[src/rtl/if_fetch_if.sv]
// Fetch-unit bundle: ID-side handshake plus the byte-wide memory port.
// master = fetch unit, slave = surrounding pipeline/memory.
interface if_fetch_if;
  logic        stall_i;
  logic        jump_i;
  logic [31:0] jump_addr_i;
  logic        mem_busy_i;
  logic [7:0]  mem_din_i;
  logic [31:0] mem_a_o;
  logic        mem_rd_o;
  logic [31:0] pc_o;
  logic [31:0] inst_o;
  logic        inst_valid_o;

  modport master (
    input  stall_i, jump_i, jump_addr_i, mem_busy_i, mem_din_i,
    output mem_a_o, mem_rd_o, pc_o, inst_o, inst_valid_o
  );

  modport slave (
    output stall_i, jump_i, jump_addr_i, mem_busy_i, mem_din_i,
    input  mem_a_o, mem_rd_o, pc_o, inst_o, inst_valid_o
  );
endinterface

[src/rtl/if_fetch.sv]
// Instruction fetch: assembles 32-bit little-endian words from an 8-bit memory port.
// Define IF_ICACHE_EN to add a 16-entry direct-mapped instruction cache.
//
// state     | meaning
// FETCH0..3 | request byte k at fetch_pc+k; hold while memory is busy
// WAIT_LAST | byte 3 on mem_din_i; publish word and pc
// HOLD      | word presented to ID until it is accepted (stall_i=0)
module if_fetch (
  input  logic       clk,
  input  logic       rst,
  if_fetch_if.master bus
);

  typedef enum logic [2:0] {
    FETCH0, FETCH1, FETCH2, FETCH3, WAIT_LAST, HOLD
  } state_t;

  state_t      state;
  state_t      state_nxt;
  logic [31:0] fetch_pc;
  logic [23:0] ibuf;
  logic        pend;
  logic [1:0]  pend_k;
  logic        rd_req;
  logic [1:0]  byte_k;
  logic        hit;
  logic [31:0] hit_data;
  logic [31:0] word_full;
  logic [31:0] pc_q;
  logic [31:0] inst_q;
  logic        valid_q;

  assign word_full = {bus.mem_din_i, ibuf};

  always_ff @(posedge clk or negedge rst) begin
    if (!rst) state <= FETCH0;
    else      state <= state_nxt;
  end

  always_comb begin
    state_nxt = state;
    rd_req    = 1'b0;
    byte_k    = 2'd0;
    case (state)
      FETCH0: begin
        if (hit) begin
          state_nxt = HOLD;
        end else if (!bus.mem_busy_i) begin
          rd_req    = 1'b1;
          state_nxt = FETCH1;
        end
      end
      FETCH1: begin
        byte_k = 2'd1;
        if (!bus.mem_busy_i) begin
          rd_req    = 1'b1;
          state_nxt = FETCH2;
        end
      end
      FETCH2: begin
        byte_k = 2'd2;
        if (!bus.mem_busy_i) begin
          rd_req    = 1'b1;
          state_nxt = FETCH3;
        end
      end
      FETCH3: begin
        byte_k = 2'd3;
        if (!bus.mem_busy_i) begin
          rd_req    = 1'b1;
          state_nxt = WAIT_LAST;
        end
      end
      WAIT_LAST: state_nxt = HOLD;
      HOLD:      if (!bus.stall_i) state_nxt = FETCH0;
      default:   state_nxt = FETCH0;
    endcase
    if (bus.jump_i) state_nxt = FETCH0;
  end

  // Gated with rst so the request strobe drops the moment reset asserts.
  assign bus.mem_rd_o     = rd_req & rst;
  assign bus.mem_a_o      = fetch_pc + {30'd0, byte_k};
  assign bus.pc_o         = pc_q;
  assign bus.inst_o       = inst_q;
  assign bus.inst_valid_o = valid_q;

  always_ff @(posedge clk or negedge rst) begin
    if (!rst) begin
      fetch_pc <= 32'h0;
      ibuf     <= 24'h0;
      pend     <= 1'b0;
      pend_k   <= 2'd0;
      pc_q     <= 32'h0;
      inst_q   <= 32'h0;
      valid_q  <= 1'b0;
    end else begin
      pend   <= rd_req & ~bus.jump_i;
      pend_k <= byte_k;
      // A byte lands one cycle after its request, even if that cycle is a busy stall.
      if (pend && !bus.jump_i) begin
        case (pend_k)
          2'd0:    ibuf[7:0]   <= bus.mem_din_i;
          2'd1:    ibuf[15:8]  <= bus.mem_din_i;
          2'd2:    ibuf[23:16] <= bus.mem_din_i;
          default: ;
        endcase
      end
      if (bus.jump_i) begin
        fetch_pc <= bus.jump_addr_i;
        valid_q  <= 1'b0;
      end else begin
        case (state)
          FETCH0: begin
            if (hit) begin
              inst_q  <= hit_data;
              pc_q    <= fetch_pc;
              valid_q <= 1'b1;
            end
          end
          WAIT_LAST: begin
            inst_q  <= word_full;
            pc_q    <= fetch_pc;
            valid_q <= 1'b1;
          end
          HOLD: begin
            if (!bus.stall_i) begin
              fetch_pc <= fetch_pc + 32'd4;
              valid_q  <= 1'b0;
            end
          end
          default: ;
        endcase
      end
    end
  end

`ifdef IF_ICACHE_EN
  logic [15:0] ic_valid;
  logic [25:0] ic_tag  [16];
  logic [31:0] ic_data [16];
  logic [3:0]  ic_idx;
  logic        ic_fill;

  assign ic_idx   = fetch_pc[5:2];
  assign hit      = (state == FETCH0) && ic_valid[ic_idx] && (ic_tag[ic_idx] == fetch_pc[31:6]);
  assign hit_data = ic_data[ic_idx];
  assign ic_fill  = (state == WAIT_LAST) && !bus.jump_i;

  always_ff @(posedge clk or negedge rst) begin
    if (!rst)         ic_valid         <= 16'h0;
    else if (ic_fill) ic_valid[ic_idx] <= 1'b1;
  end

  always_ff @(posedge clk) begin
    if (ic_fill) begin
      ic_tag[ic_idx]  <= fetch_pc[31:6];
      ic_data[ic_idx] <= word_full;
    end
  end
`else
  assign hit      = 1'b0;
  assign hit_data = 32'h0;
`endif

endmodule

[src/flat_wrapper.sv]
// flat-port wrapper written by rule: the top's interface ports become plain ports
module if_fetch_flat 
  (clk, rst, bus_stall_i, bus_jump_i, bus_jump_addr_i, bus_mem_busy_i, bus_mem_din_i, bus_mem_a_o, bus_mem_rd_o, bus_pc_o, bus_inst_o, bus_inst_valid_o);
  if_fetch_if bus_i ();
  input  logic clk;
  input  logic rst;
  input wire logic [$bits(bus_i.stall_i)-1:0] bus_stall_i;
  input wire logic [$bits(bus_i.jump_i)-1:0] bus_jump_i;
  input wire logic [$bits(bus_i.jump_addr_i)-1:0] bus_jump_addr_i;
  input wire logic [$bits(bus_i.mem_busy_i)-1:0] bus_mem_busy_i;
  input wire logic [$bits(bus_i.mem_din_i)-1:0] bus_mem_din_i;
  output wire logic [$bits(bus_i.mem_a_o)-1:0] bus_mem_a_o;
  output wire logic [$bits(bus_i.mem_rd_o)-1:0] bus_mem_rd_o;
  output wire logic [$bits(bus_i.pc_o)-1:0] bus_pc_o;
  output wire logic [$bits(bus_i.inst_o)-1:0] bus_inst_o;
  output wire logic [$bits(bus_i.inst_valid_o)-1:0] bus_inst_valid_o;
  assign bus_i.stall_i = bus_stall_i;
  assign bus_i.jump_i = bus_jump_i;
  assign bus_i.jump_addr_i = bus_jump_addr_i;
  assign bus_i.mem_busy_i = bus_mem_busy_i;
  assign bus_i.mem_din_i = bus_mem_din_i;
  assign bus_mem_a_o = bus_i.mem_a_o;
  assign bus_mem_rd_o = bus_i.mem_rd_o;
  assign bus_pc_o = bus_i.pc_o;
  assign bus_inst_o = bus_i.inst_o;
  assign bus_inst_valid_o = bus_i.inst_valid_o;
  if_fetch u_core (.clk(clk), .rst(rst), .bus(bus_i));
endmodule
[config.mk]
export PLATFORM = sky130hd
export DESIGN_NAME = if_fetch_flat
export DESIGN_NICKNAME = d
export VERILOG_FILES = /design/src/rtl/if_fetch_if.sv /design/src/rtl/if_fetch.sv /design/src/flat_wrapper.sv
export SDC_FILE = /design/constraint.sdc
export NUM_CORES = 1
export LEC_CHECK = 0
export ABC_AREA = 1
export BUFFER_PORTS_ARGS = -buffer_cell sky130_fd_sc_hd__buf_2
export CAP_MARGIN = 15
export CORE_MARGIN = 5
export CORE_UTILIZATION = 29
export DETAILED_ROUTE_END_ITERATION = 8
export SYNTH_ARGS = -nofsm -noshare
export SYNTH_HDL_FRONTEND = slang
export SYNTH_SLANG_ARGS = --single-unit
[constraint.sdc]
create_clock -name clk -period 3.4 [get_ports clk]
set_input_delay 0.68 -clock clk [delete_from_list [all_inputs] [get_ports clk]]
set_output_delay 0.68 -clock clk [all_outputs]
set_load 0.05 [all_outputs]
# Yosys cells after proc, flatten, opt, wreduce, memory -nomap -nowiden
# Index checks and enable logic that the tools add are counted.
# totals
in_bits	45
regBits	127
output_inout_bits	98
word_cells	58
# op_classes
n_reduce_logical	14
bitwise_logic	3
addsub	2
n_eq_ne	13
mux	16
# ops
cell	count
$mux W32	3
$add A32 B2 Y32	1
$add A32 B3 Y32 const B	1
$mux W3	6
$pmux W3 S6	1
$ne A3 B3 Y1 const B	5
$reduce_and A2 Y1	6
$eq A3 B2 Y1 const B	2
$eq A3 B3 Y1 const B	2
$pmux W2 S3	1
$reduce_and A5 Y1	1
$mux W1	4
$reduce_or A4 Y1	1
$eq A3 B1 Y1 const B	1
$logic_not A3 Y1	1
$reduce_bool A3 Y1	1
$and A1 B1 Y1	2
$eq A2 B1 Y1 const B	1
$eq A2 B2 Y1 const B	1
$logic_not A2 Y1	1
$ne A2 B1 Y1 const B	1
$pmux W1 S2	1
$reduce_bool A2 Y1	1
$logic_and A1 B1 Y1	1
2 further kinds	2

# Longest topological paths before layout
# Gate-level depths: netlist (run 1).
# depth
ltp_word	4
mapped_depth	12
mapped_depth_nobuf	11

# Worst setup path before layout (run 1)
# No wires, ideal clock.
# synth_timing
kind	flip-flop to output port
from	reg u_core.state[2]
to	out bus_mem_a_o[30]
path_slack_ns	-0.019
n_path_buf	1
required_time_ns	2.720
stages_incl_launch_ff	12
arrival_time_ns	2.739
path_cell_list	dfrtp_1 -> nor3_1 -> o21bai_1 -> ha_1 -> inv_1 -> fa_1 -> clkbuf_1 -> inv_1 -> nand2_1 -> nor2_1 -> nand2_1 -> xor2_1
# synth_via
elab_chain_cells	3
word_cells_on_any_way	5
classes_between	add/sub: 1; eq/ne: 3; mux: 1
# synth_rtl
item	line_no	text
start: declaration	if_fetch.sv:18	state_t state;
start signal: assignment	if_fetch.sv:37	else state <= state_nxt;
$eq A3 B2 Y1 / $eq A3 B1 Y1 (equally long branches)	if_fetch.sv:44	case (state)
$pmux W2 S3 (*)	if_fetch.sv:44	
named net u_core.byte_k[0]	if_fetch.sv:25	logic [1:0] byte_k;
$add A32 B2 Y32 (*)	if_fetch.sv:83	assign bus.mem_a_o = fetch_pc + {30'd0, byte_k};
end: declaration	flat_wrapper.sv:12	output wire logic [$bits(bus_i.mem_a_o)-1:0] bus_mem_a_o;
# Mark *: on every way through the listed nets, which the timed path passes. The rest lies on a longest branch.

# Final worst setup path (run 1)
# Ends and elaborated chain as after synthesis.

==> results.json, run 1 <==
{
  "status": "finished, final reports clean",
  "final-seq-area_um2": 3180,
  "gp_congestion": 0.861,
  "cts_tree": "yes",
  "finalCritPeriodShare_pct": 96.9,
  "drc": 0,
  "pwr_density_cell_nw_per_um2": 725,
  "hold_buffers": 0,
  "wl_per_cell_um": 16.0,
  "io_buffers": 142,
  "syn-cell-area_um2": 6460,
  "clock_sinks": 127,
  "antenna_left": 0,
  "hold_path.class": "input pin to async pin",
  "fin_area_um2": 8090,
  "row_count": 54,
  "fp.dieH_um": 159,
  "period_needed_ns": 3.29,
  "die-area_um2": 25300,
  "clock_skew_ns": 0.00908,
  "drv_slew": 0,
  "vdd_drop_max_mv": 0.417,
  "synth-seq-cells": 127,
  "place_ws_ns": 0.158,
  "fin_cells": 1208,
  "grt_pass1_wl_um": 31200,
  "n_antenna_cell": 0,
  "grt_pass1_vias": 5587,
  "postSynthCellCount": 770,
  "required_ns": 2.72,
  "antenna_found_initial": 0,
  "dpl_cell_area_um2": 7470,
  "nets": 964,
  "synth_area_per_cell_um2": 8.38,
  "multi_input_area_um2": 2920,
  "clk_pin_slew_ns": 0.06,
  "finalSetupViolations": 0,
  "start_util_pct": 29.5,
  "clock.fmax_ghz": 0.304,
  "nFillCells": 2310,
  "core_area_um2": 21900,
  "reg2regPathDepth": 7,
  "p_leak_nw": 4.03,
  "crit_type": "register to output port",
  "mappedNetlistNets": 819,
  "rsz0062_at_grt": "true",
  "fin_ws_ns": 0.107,
  "ios": 143,
  "hold_viol": 0,
  "vias": 5611,
  "overflow": 0,
  "h-tree-depth": 4,
  "cts-root-buf": "clkbuf_16",
  "drive_gt1_share_pct": 26.7,
  "maxCapViolations": 0,
  "clock_latency_ns": 0.42,
  "slew_headroom_pct": 41.7,
  "cts_buffer_depth": 2,
  "grt_max_degree": 128,
  "cp-end-kind": "output port",
  "ys_warn_count": 0,
  "dp_cells": 1175,
  "cts_buffers": 17,
  "syn_to_final_growth_pct": 25.3,
  "worst_pin_slew_ns": 0.871,
  "crit_path_max_fanout": 4,
  "place_hpwl_um": 14000,
  "first_iter_violations": 400,
  "via_per_inst": 4.64,
  "first_pass_iters": 5,
  "track_usage_pct": 15.3,
  "ys_seq_area_share_pct": 49.2,
  "yosysUniqueCellTypes": 34,
  "cp-start-kind": "register",
  "wl_um": 19300,
  "die_x_um": 159,
  "arrival_ns": 2.61
}
-- logic make-up (layout without fill, tap and decap cells) --
group / Yosys count / after routing / synth area share [%]
adders and majority gates: 4 / 4 / 0.892
and+or+nand+nor: 373 / 373 / 23.4
DFF: 127 / 127 / 49.2
AOI/OAI and AO/OA: 109 / 109 / 10.1
muxes: 34 / 34 / 5.93
xor gates and xnor gates: 32 / 32 / 4.34
buffers and inverters: 91 / 249 / 6.18
-- final cells by class --
type,instances,area share (%)
flip-flops and latches,127,39.3
multi-input cells,552,36.0
repair buffers,154,10.4
clock buffers,18,5.31
well taps,280,4.33
inverters,63,2.95
clock inverters,14,1.62
-- state kept, by name, indices dropped and copies added, names as in the netlist --
signal	flops
u_core.bus.inst_o	32
u_core.bus.pc_o	32
u_core.fetch_pc	32
u_core.ibuf	24
u_core.state	3
u_core.pend_k	2
u_core.bus.inst_valid_o	1
u_core.pend	1
-- report_power, final --
group          internal [W]  switching, W  total (W)
sequential          0.00186      0.000252    0.00211
combinational      0.000516       0.00149    0.00200
clock               0.00102      0.000737    0.00175
-- routing by layer --
metal | part of all wire, % | vias to the layer above | global-route usage [%]
met4 | 2.4 | 0 | 4.81
met3 | 7.1 | 30 | 4.19
met5 | 0 | - | 0
met2 | 45 | 196 | 23.5
met1 | 46 | 2650 | 21.1
li1 | - | 2735 | -
-- synthesized netlist by cell type --
| cell type | number | area share (%) |
|---|---|---|
| a21oi_1 | 20 | 1.6 |
| a31oi_1 | 2 | 0.19 |
| and2_1 | 1 | 0.097 |
| buf_2 | 11 | 0.85 |
| buf_4 | 5 | 0.58 |
| buf_6 | 3 | 0.52 |
| clkbuf_1 | 9 | 0.52 |
| dfrtp_1 | 127 | 49 |
| fa_1 | 1 | 0.31 |
| ha_1 | 3 | 0.58 |
| inv_1 | 60 | 3.5 |
| inv_2 | 2 | 0.12 |
| inv_4 | 1 | 0.097 |
| mux2_1 | 4 | 0.70 |
| mux2_2 | 30 | 5.2 |
| nand2_1 | 230 | 13 |
| nand2_2 | 6 | 0.58 |
| nand3_1 | 32 | 2.5 |
| nor2_1 | 85 | 4.9 |
| nor2_2 | 9 | 0.87 |
| nor2_4 | 1 | 0.17 |
| nor3_1 | 2 | 0.16 |
| nor3b_1 | 1 | 0.12 |
| o211ai_1 | 1 | 0.12 |
| o21a_1 | 31 | 3.6 |
| o21ai_0 | 46 | 3.6 |
| o21ai_1 | 3 | 0.23 |
| o21ai_4 | 1 | 0.25 |
| o21bai_1 | 1 | 0.12 |
| o22a_1 | 1 | 0.14 |
| o22ai_1 | 3 | 0.29 |
| or2_2 | 6 | 0.58 |
| xnor2_1 | 3 | 0.41 |
| xor2_1 | 29 | 3.9 |
-- cell usage in the layout (no fill, tap or decap), types with 7 or more instances in the layout --
master     instances
buf_4             15
nand3_1           32
nor2_1            82
inv_1             60
inv_6              7
xor2_1            28
mux2_2            30
nor2_2            10
o21ai_0           46
a21oi_1           20
buf_2            131
o21a_1            31
clkbuf_16         17
nand2_1          230
dfrtp_1          127
-- metrics by stage --
stage / utilization [%] / power, W / hold WS (ns) / setup TNS (ns)
2_1_floorplan: - / 0.00356 / 0.384 / 0
3_3_place_gp: 34.1 / 0.00411 / 0.463 / 0
3_5_place_dp: 34.1 / 0.00413 / 0.469 / 0
4_1_cts: 36.8 / 0.00591 / 0.450 / 0
5_1_grt: 36.9 / 0.00615 / 0.457 / -0.0218
6_report: 36.9 / 0.00587 / 0.386 / 0
-- critical path: stages (launching register included) --
cell	delay [ns]
dfrtp_1	0.40
nor3_2	0.20
o21bai_2	0.15
ha_1	0.18
inv_1	0.06
fa_2	0.42
inv_1	0.11
nand2_1	0.12
nor2_2	0.13
nand2_1	0.10
xor2_2	0.16
buf_6	0.17
-- final timing paths --
check / from / to / slack, ns
worst min-delay path: rst / u_core.bus.inst_o[22] / 0.39
max in group asynchronous: rst / u_core.fetch_pc[26] / 2.46
worst min register to register: u_core.ibuf[19] / u_core.ibuf[19] / 0.48
worst max register to register: u_core.state[2] / u_core.fetch_pc[13] / 1.25
min in group clk: bus_jump_addr_i[0] / u_core.fetch_pc[0] / 0.47
worst max-delay path: u_core.state[2] / bus_mem_a_o[30] / 0.11
-- what timing repair did --
| item | in CTS | in global routing |
|---|---|---|
| pin swaps | 1 | 1 |
| endpoints found under the setup margin | 14 | 15 |
| resized for setup | 5 | 14 |
| cloned | 0 | 0 |
| buffers inserted | 1 | 0 |
No activity file was read; power rests on OpenSTA's default activity.
==> run 2: changes to the inputs <==
CORE_UTILIZATION = 55   (was 29)
PLACE_DENSITY = 0.81   (was unset)
==> run 2 against run 1 <==
Effect of this change: final area hardly changed; final cell count shrank 11%; highest routed layer unchanged; register-to-register slack got worse by 0.09 ns; global-route usage rose by 10 points; die area decreased by 45%; clock skew is 0.00076 ns lower; first-iteration DRC count grew 19%; combinational power about the same; core utilization up 34 points; routed wire length decreased by 8.4%.
==> results.json, run 2 (same netlist as run 1, synthesis figures left out) <==
{
  "status": "finished, final reports clean",
  "hold_path.class": "input pin to async pin",
  "hold_viol": 0,
  "cp-start-kind": "register",
  "cts_buffers": 17,
  "route.met2.wl_um": 8360,
  "drv_slew": 0,
  "sequentialPowerShare_pct": 35.0,
  "maxCapViolations": 0,
  "drc": 0,
  "cts-root-buf": "clkbuf_16",
  "cpMostUsedCell": "inv_2",
  "reg2reg_setup_slack_ns": 1.16,
  "combPwrFrac_pct": 33.2,
  "gp_congestion": 0.977,
  "critical-path-max-stage-delay_ns": 0.50,
  "switching_share_pct": 41.1,
  "clock_skew_ns": 0.00832,
  "vdd_drop_max_mv": 0.598,
  "start_util_pct": 56.3,
  "clock_sinks": 127,
  "first_iter_violations": 474,
  "clkPwrFrac_pct": 31.9,
  "overflow": 0,
  "highest_layer": "met4",
  "cts_buffer_depth": 2,
  "period_needed_ns": 3.37,
  "cp-end-kind": "output port",
  "track_usage_pct": 25.3,
  "crit_type": "register to output port",
  "crit_path_max_fanout": 6,
  "ios": 143,
  "row_count": 39,
  "first_pass_iters": 5,
  "slew_headroom_pct": 44.4,
  "p_sw_w": 0.00249,
  "finalCritPeriodShare_pct": 99.0,
  "grt_max_degree": 128,
  "io_buffers": 142,
  "arrival_ns": 2.69,
  "fin_area_um2": 8090,
  "die_x_um": 118,
  "worst-path-stages": 12,
  "wl_met1_um": 7560,
  "via_per_inst": 5.37,
  "pwr_density_cell_nw_per_um2": 748,
  "rsz0062_at_grt": "true",
  "dpl_cell_area_um2": 7320,
  "fp.dieH_um": 118,
  "hold_buffers": 0,
  "dp_cells": 1040,
  "required_ns": 2.72,
  "crit_family": "adder cells",
  "whs_ns": 0.360,
  "place_hpwl_um": 12400,
  "clock_latency_ns": 0.43,
  "p_leak_nw": 4.11,
  "grt_pass1_vias": 5639,
  "cellInternalPower_w": 0.00357,
  "final_common_cell": "nand2_1",
  "postLayoutCoreUtil_pct": 70.6,
  "worst_pin_slew_ns": 0.830,
  "core_area_um2": 11500,
  "h-tree-depth": 4,
  "vias": 5781,
  "cp_slowest_cell": "fa_2",
  "wl_per_cell_um": 16.4,
  "worst-path-buf-inv": 4,
  "antenna_found_initial": 0,
  "tns_ns": 0,
  "final_cell_mix": "nand2_1, buf_2, dfrtp_1, nor2_1, inv_1",
  "cts_tree": "yes",
  "path_cells": "inv_2 -> nand2_4 -> o21bai_4 -> ha_2 -> inv_2 -> fa_2 -> inv_2 -> nand2_4 -> nor2_4 -> nand2_2 -> xor2_2 -> buf_6",
  "clk_pin_slew_ns": 0.06,
  "die-area_um2": 14000,
  "fin_cells": 1076,
  "drive_gt1_share_pct": 28.2,
  "finalSetupViolations": 0,
  "nets": 969,
  "syn_to_final_growth_pct": 25.3,
  "route.met3.wl_um": 1430,
  "clock.fmax_ghz": 0.297,
  "n_antenna_cell": 0,
  "grt_pass1_wl_um": 28500,
  "wl_um": 17700,
  "antenna_left": 0,
  "reg2regPathDepth": 7
}
run 2: changes by cell type in the layout (fill, tap and decap cells not counted), sizes merged:
| cell | change |
|---|---|
| inv | +2 |
| clkinv | -1 |
| clkbuf | -3 |
| clkinvlp | -2 |
| buf | +7 |
| bufinv | +2 |
run 2: path summary, 6_finish.rpt:
| kind | startpoint | end |
|---|---|---|
| max | u_core.state[1] | bus_mem_a_o[30] |
| min | rst | u_core.bus.inst_o[17] |
| max reg2reg | u_core.state[2] | u_core.fetch_pc[10] |
| min reg2reg | u_core.ibuf[8] | u_core.ibuf[8] |
| max in group asynchronous | rst | u_core.bus.pc_o[21] |
| min in group clk | bus_mem_busy_i | u_core.pend |
run 2: cell type report:
class	instances	area, µm²
tap	143	179
clock buffer	17	425
timing repair buffer	159	912
sequential	127	3180
fill	880	3380
multi-input combinational	552	2960
inverter	63	239
clock inverter	15	194
run 2: metal layers:
| layer | track usage (%) | vias up |
|---|---|---|
| met5 | 0 | - |
| met2 | 40.5 | 249 |
| met3 | 7.50 | 34 |
| li1 | - | 2750 |
| met1 | 33.7 | 2748 |
| met4 | 7.31 | 0 |
run 2: power by group through the flow:
stage | logic (W) | clock network [W] | registers (W)
floorplan | 0.000810 | 0 | 0.00275
global route | 0.00214 | 0.00201 | 0.00216
detailed placement | 0.00196 | 0 | 0.00213
finish | 0.00201 | 0.00193 | 0.00212
CTS | 0.00198 | 0.00194 | 0.00211
global placement | 0.00193 | 0 | 0.00212
run 2: repair_timing:
item                       CTS  global route
setup endpoints to repair   14            14
buffers inserted             1             3
gates resized for setup      8            38
pin swaps                    1             4
run 2: stage by stage:
step                total power (W)  setup slack, ns
global route                0.00630          -0.0765
floorplan                   0.00356           0.0407
global placement            0.00405            0.135
CTS                         0.00603          0.00248
detailed placement          0.00409           0.0871
finish                      0.00605           0.0345
